--- config.mk ---
export PLATFORM = sky130hd
export DESIGN_NAME = sram_1rw1r_ctrl
export DESIGN_NICKNAME = d
export VERILOG_FILES = /design/src/rtl/sram_ctrl_pkg.sv /design/src/rtl/sram_rsp_fifo.sv /design/src/rtl/sram_1rw1r_ctrl.sv
export SDC_FILE = /design/constraint.sdc
export NUM_CORES = 1
export LEC_CHECK = 0
export BUFFER_PORTS_ARGS = -buffer_cell sky130_fd_sc_hd__clkbuf_2
export CAP_MARGIN = 20
export CELL_PAD_IN_SITES_DETAIL_PLACEMENT = 0
export CELL_PAD_IN_SITES_GLOBAL_PLACEMENT = 1
export CORE_ASPECT_RATIO = 1.75
export CORE_MARGIN = 5
export CORE_UTILIZATION = 35
export CTS_CLUSTER_SIZE = 25
export DETAILED_ROUTE_END_ITERATION = 10
export PLACE_DENSITY = 0.79
export SYNTH_ARGS = -nofsm -noshare
export SYNTH_HDL_FRONTEND = slang
export SYNTH_SLANG_ARGS = --single-unit
--- constraint.sdc ---
create_clock -name clk0 -period 2.7 [get_ports clk0]
set_clock_uncertainty 0.05 [all_clocks]
set_input_delay 0.135 -clock clk0 [delete_from_list [all_inputs] [get_ports clk0]]
set_output_delay 0.135 -clock clk0 [all_outputs]
set_load 0.05 [all_outputs]
--- src/rtl/sram_ctrl_pkg.sv ---
// rtl/sram_ctrl_pkg.sv - shared widths and request type for the 1RW+1R SRAM front-end
package sram_ctrl_pkg;

  localparam int DATA_WIDTH = 44;
  localparam int ADDR_WIDTH = 6;
  localparam int NUM_WMASKS = 6;
  localparam int LANE_WIDTH = 8;

  // One port-A request as seen on the pins; lane 5 of wmask covers only [43:40]
  typedef struct packed {
    logic                  we;
    logic [NUM_WMASKS-1:0] wmask;
    logic [ADDR_WIDTH-1:0] addr;
    logic [DATA_WIDTH-1:0] wdata;
  } sram_req_t;

endpackage

--- src/rtl/sram_rsp_fifo.sv ---
// rtl/sram_rsp_fifo.sv - small first-word-visible response FIFO with occupancy count
module sram_rsp_fifo #(
  parameter int DEPTH = 2,
  parameter int WIDTH = 44,
  parameter int CW    = $clog2(DEPTH + 1)
) (
  input  logic             clk,
  input  logic             rstb,
  input  logic             push_valid,
  input  logic [WIDTH-1:0] push_data,
  output logic             pop_valid,
  input  logic             pop_ready,
  output logic [WIDTH-1:0] pop_data,
  output logic [CW-1:0]    count
);

  localparam int PW = (DEPTH > 1) ? $clog2(DEPTH) : 1;

  logic [WIDTH-1:0] mem [DEPTH];
  logic [PW-1:0]    wr_ptr;
  logic [PW-1:0]    rd_ptr;
  logic             do_push;
  logic             do_pop;

  // Pointers wrap explicitly so non-power-of-two depths work
  function automatic logic [PW-1:0] ptr_inc(input logic [PW-1:0] p);
    return (p == PW'(DEPTH - 1)) ? '0 : p + 1'b1;
  endfunction

  assign pop_valid = (count != '0);
  assign do_pop    = pop_valid && pop_ready;
  // The upstream credit check keeps us from overflowing; a push into a full
  // FIFO with no pop is dropped rather than corrupting the head entry.
  assign do_push   = push_valid && ((count != CW'(DEPTH)) || do_pop);
  // Head entry is a flop, so rdata is stable while valid && !ready
  assign pop_data  = mem[rd_ptr];

  // Storage: cleared on reset so rdata reads 0 out of reset
  always_ff @(posedge clk or negedge rstb) begin
    if (!rstb) begin
      for (int i = 0; i < DEPTH; i++) begin
        mem[i] <= '0;
      end
    end else if (do_push) begin
      mem[wr_ptr] <= push_data;
    end
  end

  // Pointers and occupancy; reset drops anything queued
  always_ff @(posedge clk or negedge rstb) begin
    if (!rstb) begin
      wr_ptr <= '0;
      rd_ptr <= '0;
      count  <= '0;
    end else begin
      if (do_push) wr_ptr <= ptr_inc(wr_ptr);
      if (do_pop)  rd_ptr <= ptr_inc(rd_ptr);
      case ({do_push, do_pop})
        2'b10:   count <= count + 1'b1;
        2'b01:   count <= count - 1'b1;
        default: count <= count;
      endcase
    end
  end

endmodule

--- src/rtl/sram_1rw1r_ctrl.sv ---
// rtl/sram_1rw1r_ctrl.sv - valid/ready front-end driving a 1RW+1R OpenRAM macro
module sram_1rw1r_ctrl
  import sram_ctrl_pkg::*;
#(
  parameter int RSP_DEPTH = 2
) (
  input  logic                  clk0,
  input  logic                  rstb0,
  // port A: read/write requests
  input  logic                  a_req_valid,
  output logic                  a_req_ready,
  input  logic                  a_req_we,
  input  logic [NUM_WMASKS-1:0] a_req_wmask,
  input  logic [ADDR_WIDTH-1:0] a_req_addr,
  input  logic [DATA_WIDTH-1:0] a_req_wdata,
  output logic                  a_rsp_valid,
  input  logic                  a_rsp_ready,
  output logic [DATA_WIDTH-1:0] a_rsp_rdata,
  // port B: read-only requests
  input  logic                  b_req_valid,
  output logic                  b_req_ready,
  input  logic [ADDR_WIDTH-1:0] b_req_addr,
  output logic                  b_rsp_valid,
  input  logic                  b_rsp_ready,
  output logic [DATA_WIDTH-1:0] b_rsp_rdata,
  // macro port 0 (RW)
  output logic                  csb0,
  output logic                  web0,
  output logic [NUM_WMASKS-1:0] wmask0,
  output logic [ADDR_WIDTH-1:0] addr0,
  output logic [DATA_WIDTH-1:0] din0,
  input  logic [DATA_WIDTH-1:0] dout0,
  // macro port 1 (R)
  output logic                  csb1,
  output logic [ADDR_WIDTH-1:0] addr1,
  input  logic [DATA_WIDTH-1:0] dout1
);

  localparam int CW = $clog2(RSP_DEPTH + 1);

  sram_req_t     a_req;
  logic          a_fire;
  logic          a_wr_fire;
  logic          a_rd_fire;
  logic          a_inflight;
  logic          a_pop;
  logic [CW-1:0] a_count;
  logic [CW:0]   a_level;
  logic          a_credit;

  logic          b_fire;
  logic          b_inflight;
  logic          b_pop;
  logic [CW-1:0] b_count;
  logic [CW:0]   b_level;
  logic          b_credit;
  logic          collision;

  assign a_req = '{we: a_req_we, wmask: a_req_wmask, addr: a_req_addr, wdata: a_req_wdata};

  assign a_pop = a_rsp_valid && a_rsp_ready;
  assign b_pop = b_rsp_valid && b_rsp_ready;

  // Credit: entries queued plus the read landing this cycle, minus a same-cycle
  // pop, must leave room for one more. The pop term makes rsp_ready feed req_ready
  // combinationally so a full FIFO being drained keeps the pipe at one read/cycle.
  always_comb begin
    a_level  = {1'b0, a_count} + {{CW{1'b0}}, a_inflight} - {{CW{1'b0}}, a_pop};
    b_level  = {1'b0, b_count} + {{CW{1'b0}}, b_inflight} - {{CW{1'b0}}, b_pop};
    a_credit = a_level < (CW + 1)'(RSP_DEPTH);
    b_credit = b_level < (CW + 1)'(RSP_DEPTH);
  end

  // Writes never need a response slot; rstb0 gates ready so nothing is issued in reset
  assign a_req_ready = rstb0 && (a_req.we || a_credit);
  assign a_fire      = a_req_valid && a_req_ready;
  assign a_wr_fire   = a_fire && a_req.we;
  assign a_rd_fire   = a_fire && !a_req.we;

  // A write and a B read of the same word in one cycle would race inside the
  // macro; A wins and B is held off for that cycle.
  assign collision   = a_wr_fire && (a_req.addr == b_req_addr);
  assign b_req_ready = rstb0 && b_credit && !collision;
  assign b_fire      = b_req_valid && b_req_ready;

  // Macro pins are driven straight from the accepted request; idle reads as no-op
  assign csb0   = !a_fire;
  assign web0   = !a_wr_fire;
  assign wmask0 = a_wr_fire ? a_req.wmask : '0;
  assign addr0  = a_req.addr;
  assign din0   = a_req.wdata;
  assign csb1   = !b_fire;
  assign addr1  = b_req_addr;

  // Mark the cycle in which the macro presents read data for each port
  always_ff @(posedge clk0 or negedge rstb0) begin
    if (!rstb0) begin
      a_inflight <= 1'b0;
      b_inflight <= 1'b0;
    end else begin
      a_inflight <= a_rd_fire;
      b_inflight <= b_fire;
    end
  end

  // dout is only pushed when inflight is set, so undriven macro output never lands
  sram_rsp_fifo #(
    .DEPTH (RSP_DEPTH),
    .WIDTH (DATA_WIDTH),
    .CW    (CW)
  ) u_a_rsp_fifo (
    .clk        (clk0),
    .rstb       (rstb0),
    .push_valid (a_inflight),
    .push_data  (dout0),
    .pop_valid  (a_rsp_valid),
    .pop_ready  (a_rsp_ready),
    .pop_data   (a_rsp_rdata),
    .count      (a_count)
  );

  sram_rsp_fifo #(
    .DEPTH (RSP_DEPTH),
    .WIDTH (DATA_WIDTH),
    .CW    (CW)
  ) u_b_rsp_fifo (
    .clk        (clk0),
    .rstb       (rstb0),
    .push_valid (b_inflight),
    .push_data  (dout1),
    .pop_valid  (b_rsp_valid),
    .pop_ready  (b_rsp_ready),
    .pop_data   (b_rsp_rdata),
    .count      (b_count)
  );

endmodule

-- Word level (Yosys, flattened, before mapping)
Index checks and enable logic that the tools add are counted.
- equality and inequality tests: 7
- $lt $le $gt $ge: 8
- reduce and logical (&&, ||, !) cells: 26
- mux-type cells: 19
- add/subtract/negate cells: 12
- bitwise operators: 4
- operator list (cell ; number):
    $mux 44 ; 8
    $bwmux 88 ; 2
    $demux 44 s1 ; 2
    $logic_and 1x1->1 ; 14
    $ge 2x2->1 const B ; 4
    $not 1->2 ; 4
    $pmux 2 s2 ; 2
    $reduce_bool 2->1 ; 4
    $add 2x1->3 ; 2
    $eq 6x6->1 ; 1
    $lt 3x2->1 const B ; 2
    $mux 6 ; 1
    $sub 3x1->3 ; 2
    $logic_not 1->1 ; 5
    $add 1x1->1 const B ; 4
    $add 2x1->2 const B ; 2
    $eq 2x1->1 const B ; 2
    $eq 2x2->1 const B ; 2
    $lt 2x1->1 const B ; 2
    $mux 1 ; 4
    $ne 2x2->1 const B ; 2
    $sub 2x1->2 const B ; 2
    $logic_or 1x1->1 ; 3
- word-level logic and storage cells: 88
- input port bits: 157
- register bits after elaboration: 186

-- Depth between registers and ports, before layout
- depth in word-level cells: 13
- gate-level depth with buffers: 8
- depth with buffers taken out: 8

-- By module
Synthesis repeated with hierarchy kept, for this count alone.
- cells, all modules: 650
- area, all modules: 8913.5 um^2
- modules (own cells, without submodules) (module ; cells each ; area an instance (um^2) ; times used ; seq. area each (um^2)):
    sram_rsp_fifo (u_a_rsp_fifo) ; 299 ; 4085.2 ; 1 ; 2302.2
    sram_rsp_fifo (u_b_rsp_fifo) ; 251 ; 4022.6 ; 1 ; 2302.2
    sram_1rw1r_ctrl ; 100 ; 805.8 ; 1 ; 50.0

-- Worst setup path after synthesis
OpenSTA, ideal clock, no wires.
- path kind: register to output
- from: register u_a_rsp_fifo.count[1]
- to: output a_req_ready
- data arrival time: 2.842 ns
- stages on the path, launching flop included: 9
- path slack: -0.327 ns
- required time: 2.515 ns
- path through: dfrtp_1 or2_2 and2_1 ha_1 nand2b_1 fa_1 xnor2_1 a21oi_1 nor2b_1
- word-level cells in the longest chain between the ends: 6
- ends and longest elaborated chain (item ; RTL line ; RTL):
    from (decl) ; sram_rsp_fifo.sv:14 ; output logic [CW-1:0] count
    from (signal assigned) ; sram_rsp_fifo.sv:59 ; 2'b10: count <= count + 1'b1;
    from (signal assigned) ; sram_rsp_fifo.sv:60 ; 2'b01: count <= count - 1'b1;
    from (signal assigned) ; sram_rsp_fifo.sv:61 ; default: count <= count;
    $reduce_bool 2->1 ; sram_rsp_fifo.sv:30 ; assign pop_valid = (count != '0);
    net a_rsp_valid ; sram_1rw1r_ctrl.sv:16 ; output logic a_rsp_valid,
    $logic_and 1x1->1 ; sram_1rw1r_ctrl.sv:61 ; assign a_pop = a_rsp_valid && a_rsp_ready;
    net a_pop ; sram_1rw1r_ctrl.sv:46 ; logic a_pop;
    $sub 3x1->3 ; sram_1rw1r_ctrl.sv:68 ; a_level = {1'b0, a_count} + {{CW{1'b0}}, a_inflight} - {{CW{1'b0}}, a_pop};
    $lt 3x2->1 ; sram_1rw1r_ctrl.sv:70 ; a_credit = a_level < (CW + 1)'(RSP_DEPTH);
    $logic_or 1x1->1 ; sram_1rw1r_ctrl.sv:75 ; assign a_req_ready = rstb0 && (a_req.we || a_credit);
    $logic_and 1x1->1 ; sram_1rw1r_ctrl.sv:75 ;
    to (decl) ; sram_1rw1r_ctrl.sv:11 ; output logic a_req_ready,
The timed path passes the listed nets, and every way through them passes these cells.

-- Worst setup path after layout
- from: register u_a_rsp_fifo.count[1]
- to: output csb0
- word-level cells in the longest chain between the ends: 8
- ends and longest elaborated chain (item ; RTL line ; RTL):
    $reduce_bool 2->1 ; sram_rsp_fifo.sv:30 ;
    $logic_and 1x1->1 ; sram_1rw1r_ctrl.sv:61 ;
    net a_pop ; sram_1rw1r_ctrl.sv:46 ;
    $sub 3x1->3 ; sram_1rw1r_ctrl.sv:68 ;
    $lt 3x2->1 ; sram_1rw1r_ctrl.sv:70 ;
    $logic_or 1x1->1 ; sram_1rw1r_ctrl.sv:75 ;
    $logic_and 1x1->1 ; sram_1rw1r_ctrl.sv:75 ;
    $logic_and 1x1->1 ; sram_1rw1r_ctrl.sv:76 ; assign a_fire = a_req_valid && a_req_ready;
    $logic_not 1->1 ; sram_1rw1r_ctrl.sv:87 ; assign csb0 = !a_fire;
    to (decl) ; sram_1rw1r_ctrl.sv:27 ; output logic csb0,
The timed path passes the listed nets, and every way through them passes these cells.

==> flow_summary.yaml <==
timing:
  slew_headroom: 0.3589
  whs_ns: 0.05575
  slew_violations: 0
  finalCritPeriodShare: 1.032
  fmax_mhz: 358.8
  tightest_slew_ns: 0.9594
  tns_ns: -0.08723
  rsz0062_at_grt: "yes"
  setup-violations-final: 1
  final-hold-violation-count: 0
  timing.final.ws_setup_ns: -0.08723
  min_period_ns: 2.787
synthesis:
  synth-compound-area-share: 0.002565
  yosysSeqAreaShare: 0.5301
  synthMuxAreaShare: 0.3386
  netlist_instances: 598
  synth-seq-cells: 186
  yosysWarnings: 0
  synth_top_family_by_area: "multiplexers"
  synth-xor-area-share: 0.01795
  synth.net_count: 761
  synth.distinct_cells: 28
  synthAdderAreaFrac: 0.01026
  syn_avg_cell_area_um2: 14.68
  synth_area_um2: 8781
  synth-simple-area-share: 0.02722
setup_path:
  critPathMaxFanout: 3
  cpMostUsedCell: "or2_4"
  cp_num_cells: 8
  crit_required_ns: 2.52
  critPathSlowestCell: "fa_2"
  critPathCapture: "csb0"
  crit_buf_inv: 1
  cp-end-kind: "primary output"
  ff2ff_setup_slack_ns: 0.30
  path_cells: "or2_4, and2_4, ha_4, nand2b_4, fa_2, a21oi_2, or2_4, clkbuf_16"
  cp_top_family: "simple AND/OR/NAND/NOR gates"
  cp-start-kind: "flip-flop"
  max_stage_delay_ns: 0.54
  rr_worst_depth: 5
  path_class: "flip-flop to primary output"
  worst_r2r_startpoint: "u_b_rsp_fifo.count[1]"
  worst_ep_arrival_time_ns: 2.60
  regToRegEndpoint: "u_b_rsp_fifo.mem[19]"
  crit_start: "u_a_rsp_fifo.count[1]"
clocking:
  cts_tree: "built"
  clockBufferDepth: 2
  numCtsBuffers: 17
  insertion_delay_ns: 0.44
  cts.clk_slew.worst_paths_ns: 0.07
  clock-sinks: 186
  root_buffer: "clkbuf_16"
  h-tree-depth: 4
global_routing:
  track_usage: 0.1439
  grt_max_degree: 75
  first_global_vias: 6428
  grt_antenna_before_repair: 2
  grt_remaining_overflow: 0
  grt_pass1_wl_mm: 32.05
final_layout:
  nets: 1036
  stdcell_area_um2: 11630
  drive_above_1_share: 0.6343
  layout_common_cells: "mux2_2, clkbuf_2, dfrtp_1"
  area_growth_pct: 32.46
  final_common_cell: "mux2_2"
place:
  port_buffers: 225
  gp_congestion: 0.7223
  place_area_um2: 9869
  dpl.hpwl_mm: 13.32
  dpl_worst_slack_ns: 0.05902
power_and_ir_drop:
  leakage_uw: 0.005275
  powerDensity_nw_per_um2: 1431
  max-vdd-ir-drop_uv: 1126
run_status:
  status: "finished with violations"
  violations: "setup timing"
die:
  core_area_um2: 24720
  die_area_um2: 28480
  die_h_um: 219.5
  ios: 314
  row_count: 76
  start_util: 0.3552
  fp.dieW_um: 129.7
min_path:
  hp-class: "input pin to async pin"
detailed_routing:
  vias: 5618
  first_pass_iters: 4
  drt-initial-drc-count: 131
  wire_per_inst_um: 16.41
  wl_mm: 19.70
  viasPerCell: 4.682
  drc: 0
  final_antenna_net_count: 0
job:
  drv_cap: 0
==> cell families after synthesis <==
group | count (synthesis)
multiplexers | 264
flip-flops | 186
buffers and inverters | 87
AND/OR/NAND/NOR | 33
XOR/XNOR | 18
adder cells (fa/ha/maj) | 6
AO/OA/AOI/OAI | 4
==> per-layer routing <==
layer,part of all wire,vias up,track usage
li1,-,2584,-
met2,0.53,165,0.2547
met4,0.028,0,0.06657
met5,0,-,0
met3,0.068,54,0.04317
met1,0.37,2815,0.1552
==> per-stage QoR <==
stage | power [uW] | util | cells
2_1_floorplan | 12000 | - | 598
3_3_place_gp | 13530 | 0.3992 | 1066
3_5_place_dp | 13670 | 0.3992 | 1066
4_1_cts | 16800 | 0.4689 | 1195
5_1_grt | 17570 | 0.4704 | 1200
6_report | 16650 | 0.4704 | 1200
==> state kept, by name, summed over array words and instances, names as in the netlist <==
register             count
u_a_rsp_fifo.mem        88
u_b_rsp_fifo.mem        88
u_a_rsp_fifo.count       2
u_b_rsp_fifo.count       2
a_inflight               1
b_inflight               1
u_a_rsp_fifo.rd_ptr      1
u_a_rsp_fifo.wr_ptr      1
u_b_rsp_fifo.rd_ptr      1
u_b_rsp_fifo.wr_ptr      1
==> how the worst min path moves through the flow <==
| stage | start | endpoint | slack, ns | depth (start not counted) |
|---|---|---|---|---|
| finish | rstb0 | b_inflight | 0.06 | 2 |
| global route | rstb0 | b_inflight | 0.04 | 2 |
| CTS | rstb0 | b_inflight | 0.03 | 2 |
| detailed placement | rstb0 | b_inflight | -0.08 | 1 |
| global placement | rstb0 | b_inflight | -0.08 | 1 |
| floorplan | rstb0 | a_inflight | -0.21 | 0 |
==> where the power goes <==
| part | total, uW | switching [uW] | internal [uW] |
|---|---|---|---|
| Clock | 2750 | 1110 | 1640 |
| Sequential | 4870 | 686 | 4180 |
| Combinational | 9030 | 5680 | 3350 |
| Total | 16600 | 7480 | 9170 |
==> synth_stat cells <==
cell type    n  area (um^2)
a21o_1       1        7.510
a21oi_1      3        15.01
and2_1       8        50.05
and3_1       1        6.260
buf_1        8        30.03
buf_2        2        10.01
buf_4       60        450.4
buf_6       12        135.1
dfrtp_1    186         4654
fa_1         2        40.04
ha_1         4        50.05
inv_1        5        18.77
mux2_1       3        33.78
mux2_2     261         2939
nand2_1      3        11.26
nand2b_1     3        18.77
nand3b_1     1        7.510
nand4b_1     1        8.760
nor2_1       2        7.510
nor2_2       2        12.51
nor2b_1      2        12.51
nor3_1       2        10.01
nor3b_2      1        12.51
nor3b_4      3        56.30
nor4_1       1        6.260
or2_2        3        18.77
xnor2_1      8        70.07
xor2_1      10        87.58
==> cell type report <==
class,instances,area [um^2]
Fill cell,2201,13090
Sequential cell,186,4657
Multi-Input combinational cell,325,3582
Timing Repair Buffer,338,2326
Clock buffer,21,470.5
Tap cell,312,390.4
Clock inverter,11,181.4
Inverter,5,18.77
Antenna cell,2,5.005
==> worst reg2reg max path, stage by stage (launching register included) <==
cell and delay (ns):
dfrtp_1 0.39, buf_4 0.15, nor3b_2 0.19, nor2_4 0.75
buf_4 0.39, mux2_2 0.36
==> timing repair <==
item                                    in CTS  in global routing
endpoints found under the setup margin       4                  4
pin swaps                                   14                  8
resized for setup                           22                  4
hold buffers                                92                  0
endpoints found under the hold margin      267                  0
buffers inserted                             5                  3
Power figures use the tool's default switching activity.
